<file path="src/rtl/rob_param.sv">
// rob_param: parametrised reorder buffer with in-order commit, writeback bypass on lookup
// and misprediction flush against the per-entry predicted-taken bit.
module rob_param #(
  parameter int DEPTH  = 16,
  parameter int IDX_W  = $clog2(DEPTH),
  parameter int NUM_WB = 2
) (
  input  logic                 clk,
  input  logic                 rst,
  input  logic                 rdy,
  input  logic                 dis_valid,
  input  logic [1:0]           dis_kind,
  input  logic [4:0]           dis_rd,
  input  logic [31:0]          dis_pc,
  input  logic                 dis_pred_taken,
  output logic [IDX_W-1:0]     dis_idx,
  output logic                 full,
  output logic [IDX_W:0]       count,
  input  logic [IDX_W-1:0]     q1_idx,
  input  logic [IDX_W-1:0]     q2_idx,
  output logic                 q1_ready,
  output logic                 q2_ready,
  output logic [31:0]          q1_val,
  output logic [31:0]          q2_val,
  input  logic [NUM_WB-1:0]    wb_valid,
  input  logic [NUM_WB*IDX_W-1:0] wb_idx,
  input  logic [NUM_WB*32-1:0] wb_val,
  input  logic [NUM_WB-1:0]    wb_taken,
  input  logic [NUM_WB*32-1:0] wb_target,
  output logic                 head_valid,
  output logic [IDX_W-1:0]     head_idx,
  output logic                 rf_we,
  output logic [4:0]           rf_rd,
  output logic [IDX_W-1:0]     rf_idx,
  output logic [31:0]          rf_val,
  output logic                 st_commit,
  output logic [IDX_W-1:0]     st_idx,
  output logic                 flush,
  output logic [31:0]          flush_pc
);
  localparam logic [1:0] K_REG = 2'd0, K_ST = 2'd1, K_BR = 2'd2, K_JMP = 2'd3;
  logic [DEPTH-1:0] e_valid, e_ready, e_pred, e_taken;
  logic [1:0]  e_kind   [DEPTH];
  logic [4:0]  e_rd     [DEPTH];
  logic [31:0] e_pc     [DEPTH];
  logic [31:0] e_val    [DEPTH];
  logic [31:0] e_target [DEPTH];
  logic [IDX_W-1:0] head, tail;
  logic dis_ok, commit, h_rf, h_st, h_mis;
  logic [31:0] h_fpc;
  logic [32:0] q1_byp, q2_byp;

  // {hit, value} of the highest-numbered writeback port targeting idx this cycle
  function automatic logic [32:0] bypass(input logic [IDX_W-1:0] idx);
    bypass = '0;
    for (int p = 0; p < NUM_WB; p++)
      if (wb_valid[p] && wb_idx[p*IDX_W +: IDX_W] == idx) bypass = {1'b1, wb_val[p*32 +: 32]};
  endfunction

  assign dis_idx    = tail;
  assign head_idx   = head;
  assign head_valid = count != '0;
  assign full       = count == (IDX_W+1)'(DEPTH);
  assign dis_ok     = dis_valid && rdy && !flush && !full;
  assign commit     = rdy && !flush && head_valid && e_ready[head];
  assign h_rf       = e_kind[head] == K_REG || e_kind[head] == K_JMP;
  assign h_st       = e_kind[head] == K_ST;
  assign h_mis      = e_kind[head] == K_BR ? e_taken[head] != e_pred[head]
                                           : e_kind[head] == K_JMP && !e_pred[head];
  assign h_fpc      = (e_kind[head] == K_JMP || e_taken[head]) ? e_target[head] : e_pc[head] + 32'd4;
  assign q1_byp     = bypass(q1_idx);
  assign q2_byp     = bypass(q2_idx);
  assign q1_ready   = e_valid[q1_idx] && (e_ready[q1_idx] || q1_byp[32]);
  assign q2_ready   = e_valid[q2_idx] && (e_ready[q2_idx] || q2_byp[32]);
  assign q1_val     = q1_byp[32] ? q1_byp[31:0] : e_val[q1_idx];
  assign q2_val     = q2_byp[32] ? q2_byp[31:0] : e_val[q2_idx];

  always_ff @(posedge clk) begin
    if (rst) begin
      head      <= '0;
      tail      <= '0;
      count     <= '0;
      e_valid   <= '0;
      e_ready   <= '0;
      rf_we     <= 1'b0;
      rf_rd     <= '0;
      rf_idx    <= '0;
      rf_val    <= '0;
      st_commit <= 1'b0;
      st_idx    <= '0;
      flush     <= 1'b0;
      flush_pc  <= '0;
    end else if (flush) begin
      head      <= '0;
      tail      <= '0;
      count     <= '0;
      e_valid   <= '0;
      e_ready   <= '0;
      rf_we     <= 1'b0;
      st_commit <= 1'b0;
      flush     <= 1'b0;
    end else begin
      rf_we     <= 1'b0;
      st_commit <= 1'b0;
      flush     <= 1'b0;
      if (rdy) begin
        if (dis_ok) begin
          e_valid[tail]  <= 1'b1;
          e_ready[tail]  <= dis_kind == K_ST;
          e_kind[tail]   <= dis_kind;
          e_rd[tail]     <= dis_rd;
          e_pc[tail]     <= dis_pc;
          e_pred[tail]   <= dis_pred_taken;
          tail           <= tail + 1'b1;
        end
        // later ports overwrite earlier ones, so the highest-numbered port wins
        for (int p = 0; p < NUM_WB; p++)
          if (wb_valid[p] && e_valid[wb_idx[p*IDX_W +: IDX_W]]) begin
            e_ready[wb_idx[p*IDX_W +: IDX_W]]  <= 1'b1;
            e_val[wb_idx[p*IDX_W +: IDX_W]]    <= wb_val[p*32 +: 32];
            e_taken[wb_idx[p*IDX_W +: IDX_W]]  <= wb_taken[p];
            e_target[wb_idx[p*IDX_W +: IDX_W]] <= wb_target[p*32 +: 32];
          end
        if (commit) begin
          head          <= head + 1'b1;
          e_valid[head] <= 1'b0;
          e_ready[head] <= 1'b0;
          rf_we         <= h_rf;
          st_commit     <= h_st;
          flush         <= h_mis;
          if (h_rf) begin
            rf_rd  <= e_rd[head];
            rf_idx <= head;
            rf_val <= e_val[head];
          end
          if (h_st) st_idx <= head;
          if (h_mis) flush_pc <= h_fpc;
        end
        count <= count + (IDX_W+1)'(dis_ok) - (IDX_W+1)'(commit);
      end
    end
  end
endmodule

</file>
<file path="config.mk">
export PLATFORM = sky130hd
export DESIGN_NAME = rob_param
export DESIGN_NICKNAME = d
export VERILOG_FILES = /design/src/rtl/rob_param.sv
export SDC_FILE = /design/constraint.sdc
export NUM_CORES = 2
export LEC_CHECK = 0
export ABC_CLOCK_PERIOD_IN_PS = 6000
export CAP_MARGIN = 20
export CORE_MARGIN = 5
export CORE_UTILIZATION = 45
export DETAILED_ROUTE_END_ITERATION = 6
export GPL_ROUTABILITY_DRIVEN = 1
export PLACE_DENSITY = 0.65
export SLEW_MARGIN = 20
export SYNTH_ARGS = -nofsm -noshare
export SYNTH_HDL_FRONTEND = slang
export SYNTH_SLANG_ARGS = --single-unit
</file>
<file path="constraint.sdc">
create_clock -name clk -period 6 [get_ports clk]
set_input_delay 0.6 -clock clk [delete_from_list [all_inputs] [get_ports clk]]
set_output_delay 0.6 -clock clk [all_outputs]
set_load 0.005 [all_outputs]
</file>
==> results.yml <==
clock_network:
  htreeDepth: 4
  clkTransAtPathRegs_ns: 0.06
  postCtsSetupBuffers: 0
  cts_tree: "built"
  post_cts_resize_count: 0
  cts_made_buffers: 190
  cts-root-buf: "clkbuf_16"
  clock_sinks: 1809
  clk_path_buf_depth: 3
  ctsHoldBuffers: 0
  clock_latency_ns: 0.86
cells_and_area:
  layout-drive-gt1-share_pct: 41.33
  syn_to_final_growth_pct: 13.73
  finalNetCount: 5721
  layoutNonFillerInstCount: 8381
timing:
  fmax_mhz: 222.1
  slew_violations: 0
  setup_tns_ns: 0
  report.final.setup_viol: 0
  hold_violations: 0
  rsz0062_at_grt: "no"
  tightest_slew_ns: 1.190
  finalCritPeriodShare_pct: 75.05
  max_slew_margin_pct: 20.64
  period_needed_ns: 4.503
  finalWorstSetupSlack_ns: 1.497
  finalClockSkew_ns: 0.06035
critical_path:
  r2r_cells: 8
  path_max_fanout: 24
  critPathRequiredTime_ns: 6.77
  r2r_end: "flush_pc[25]"
  path_cells: "inv_4, mux4_2, ha_1, a2111oi_0, a31o_2, mux2i_1, o31a_1, a221oi_1"
  worstSetupEndpointType: "flip-flop"
  worst_path_largest_cell_delay_ns: 0.93
  setup.worst_path.class: "flip-flop to flip-flop"
  startpoint_type: "flip-flop"
  crit_arrival_ns: 5.27
  r2r_slack_ns: 1.50
  cpLargestDelayFamily: "compound AO/OA/AOI/OAI gates"
  crit_slowest_cell: "dfxtp_1"
  critical_path_buf_inv_count: 1
yosys:
  synth.top_cell.area_share_pct: 54.37
  yosys_warnings: 0
  ys_ff_latch: 1809
  synth_area_leaders: "edfxtp_1 54%, mux4_2 20%, mux2_2 13%"
  async_flop_share_pct: 0
  syn_avg_cell_area_sq_um: 17.26
  synthesis.nets: 5588
  synth_area_leader_cell: "edfxtp_1"
  synth_enable_flop_cells: 1680
  synth_area_sq_um: 92780
  syn-instance-count: 5377
  synth-seq-area-share_pct: 57.16
  ys.flop_type: "edfxtp_1"
  synth.distinct_cells: 78
pwr:
  max-vdd-ir-drop_mv: 0.3020
  totalPowerFinal_mw: 27.37
  leakagePower_nw: 31.98
  power.density_nw_per_um2: 259.4
drt:
  num_vias: 55230
  wirelength_um: 289200
  dr.pass1.iters: 5
  drcViolationCount: 0
  vias_per_cell: 6.590
  dr.first_iter.drc_count: 6648
  wire_per_inst_um: 34.51
  antenna_left: 0
floorplan:
  die_y_um: 464.1
  die_area_sq_um: 215400
  core-area_sq_um: 204800
  die_w_um: 464.1
  rows: 166
  initial_core_util_pct: 45.31
  boundaryPins: 353
place:
  dp_hpwl_um: 167700
  place_ws_ns: 0.8754
  place_inst: 8006
  io_buffers: 352
  gp_routability_congestion: 0.9054
worst_hold_path:
  min_to: "flush_pc[3]"
  hold_path_class: "input pin to flip-flop"
  worstHoldPathCells: 2
  hp-start: "rst"
grt:
  antenna_found_initial: 51
  grt_start_max_net_pins: 119
  grt_use_total_pct: 26.41
  grt_pass1_vias: 55360
  overflow: 0
  grt_pass1_wl_um: 412700
run_status:
  status: "finished clean"
job:
  maxCapViolCount: 0
==> cells in the final DEF (no fill, tap or decap), types with 25 or more instances in the layout <==
| cell type | count |
|---|---|
| clkdlybuf4s50_1 | 343 |
| buf_12 | 33 |
| mux4_2 | 806 |
| nor2_4 | 32 |
| clkbuf_16 | 192 |
| clkinv_1 | 33 |
| o21ai_0 | 86 |
| clkbuf_1 | 55 |
| clkinv_2 | 25 |
| a21oi_1 | 109 |
| inv_1 | 25 |
| nor2_1 | 108 |
| dfxtp_1 | 122 |
| mux2_2 | 1030 |
| nand3_1 | 45 |
| buf_4 | 107 |
| edfxtp_1 | 1680 |
| nand2_1 | 253 |
| mux4_1 | 29 |
| a22oi_1 | 27 |
| mux2i_1 | 142 |
==> per-stage QoR <==
stage	area, sq um	util [%]	hold slack, ns
global placement	99250	48.46	0.4485
detailed placement	99280	48.48	0.4484
floorplan	92780	-	0.4482
finish	105500	51.53	0.1934
global route	105500	51.51	0.1485
CTS	105500	51.50	0.1167
==> cell families after synthesis <==
| kind of cell | count (synthesis) | share of synthesized area, % |
|---|---|---|
| muxes | 2007 | 34.42 |
| DFF | 1809 | 57.16 |
| buffers and inverters | 576 | 2.666 |
| and+or+nand+nor | 574 | 2.770 |
| AOI/OAI and AO/OA | 348 | 2.311 |
| xor gates and xnor gates | 44 | 0.4153 |
| adders and majority gates | 19 | 0.2643 |
==> worst reg2reg max path, cell delays in order (launching register included) <==
cell and delay, ns:
dfxtp_1 0.93, inv_4 0.45, mux4_2 0.63, ha_1 0.29, a2111oi_0 0.89, a31o_2 0.62, mux2i_1 0.22, o31a_1 0.14
a221oi_1 0.25
==> power breakdown <==
part	switching, mW	total [mW]	leakage [nW]	internal [mW]
Sequential	0.0236	13.8	16.2	13.8
Combinational	0.948	1.84	12.9	0.895
Clock	5.14	11.7	2.98	6.57
Total	6.11	27.4	32.0	21.3
==> layout make-up <==
type / instances / area [sq um]
multi-input combinational: 2992 / 37770
antenna: 24 / 60.06
tap: 2688 / 3363
inverter: 27 / 103.9
clock inverter: 92 / 1007
sequential: 1809 / 53060
timing repair buffer: 490 / 4987
fill: 16630 / 99270
clock buffer: 259 / 5176
==> per-layer routing <==
layer  global-route usage, %  wire length (um)  vias up
met5                       0                76        -
met4                   8.080              8759       12
met3                   5.340             26700      487
met2                   42.30            138700     2941
met1                   36.68            115000    29440
li1                        -                 -    22350
==> sequential cells by signal, indices dropped and copies added, names as in the netlist, 5 cells and up, named ones only <==
register and flops:
rf_rd 5, e_pred 16, e_kind 32, e_ready 16, e_val 512, e_rd 80
e_taken 16, rf_val 32, e_target 512, e_valid 16, e_pc 512, flush_pc 32
count 5
==> worst max-delay path by stage <==
| stage | endpoint | slack [ns] | depth (start not counted) |
|---|---|---|---|
| 2_1_floorplan | e_target[13][0] | 0.33 | 7 |
| 3_3_place_gp | e_target[4][11] | 0.93 | 8 |
| 3_5_place_dp | e_target[4][1] | 0.88 | 8 |
| 4_1_cts | flush_pc[25] | 1.52 | 8 |
| 5_1_grt | flush_pc[25] | 1.27 | 8 |
| 6_report | flush_pc[25] | 1.50 | 8 |
==> Yosys cell counts, types with 13 or more instances <==
cell and instances:
nor4_1 13, nand3_1 46, o21ai_0 86, mux2i_1 142
nor3_1 20, a21oi_1 125, mux2_2 1030, clkbuf_1 402
a22oi_1 27, nor2b_1 19, mux4_2 806, edfxtp_1 1680
xnor2_1 22, buf_2 75, dfxtp_1 129, nand2_1 255
buf_1 48, ha_1 18, xor2_1 22, a221oi_1 16
and2_1 17, inv_1 25, mux4_1 29, nor2_1 143
a31oi_1 25
Note: power is estimated with default switching activity, not from simulation.
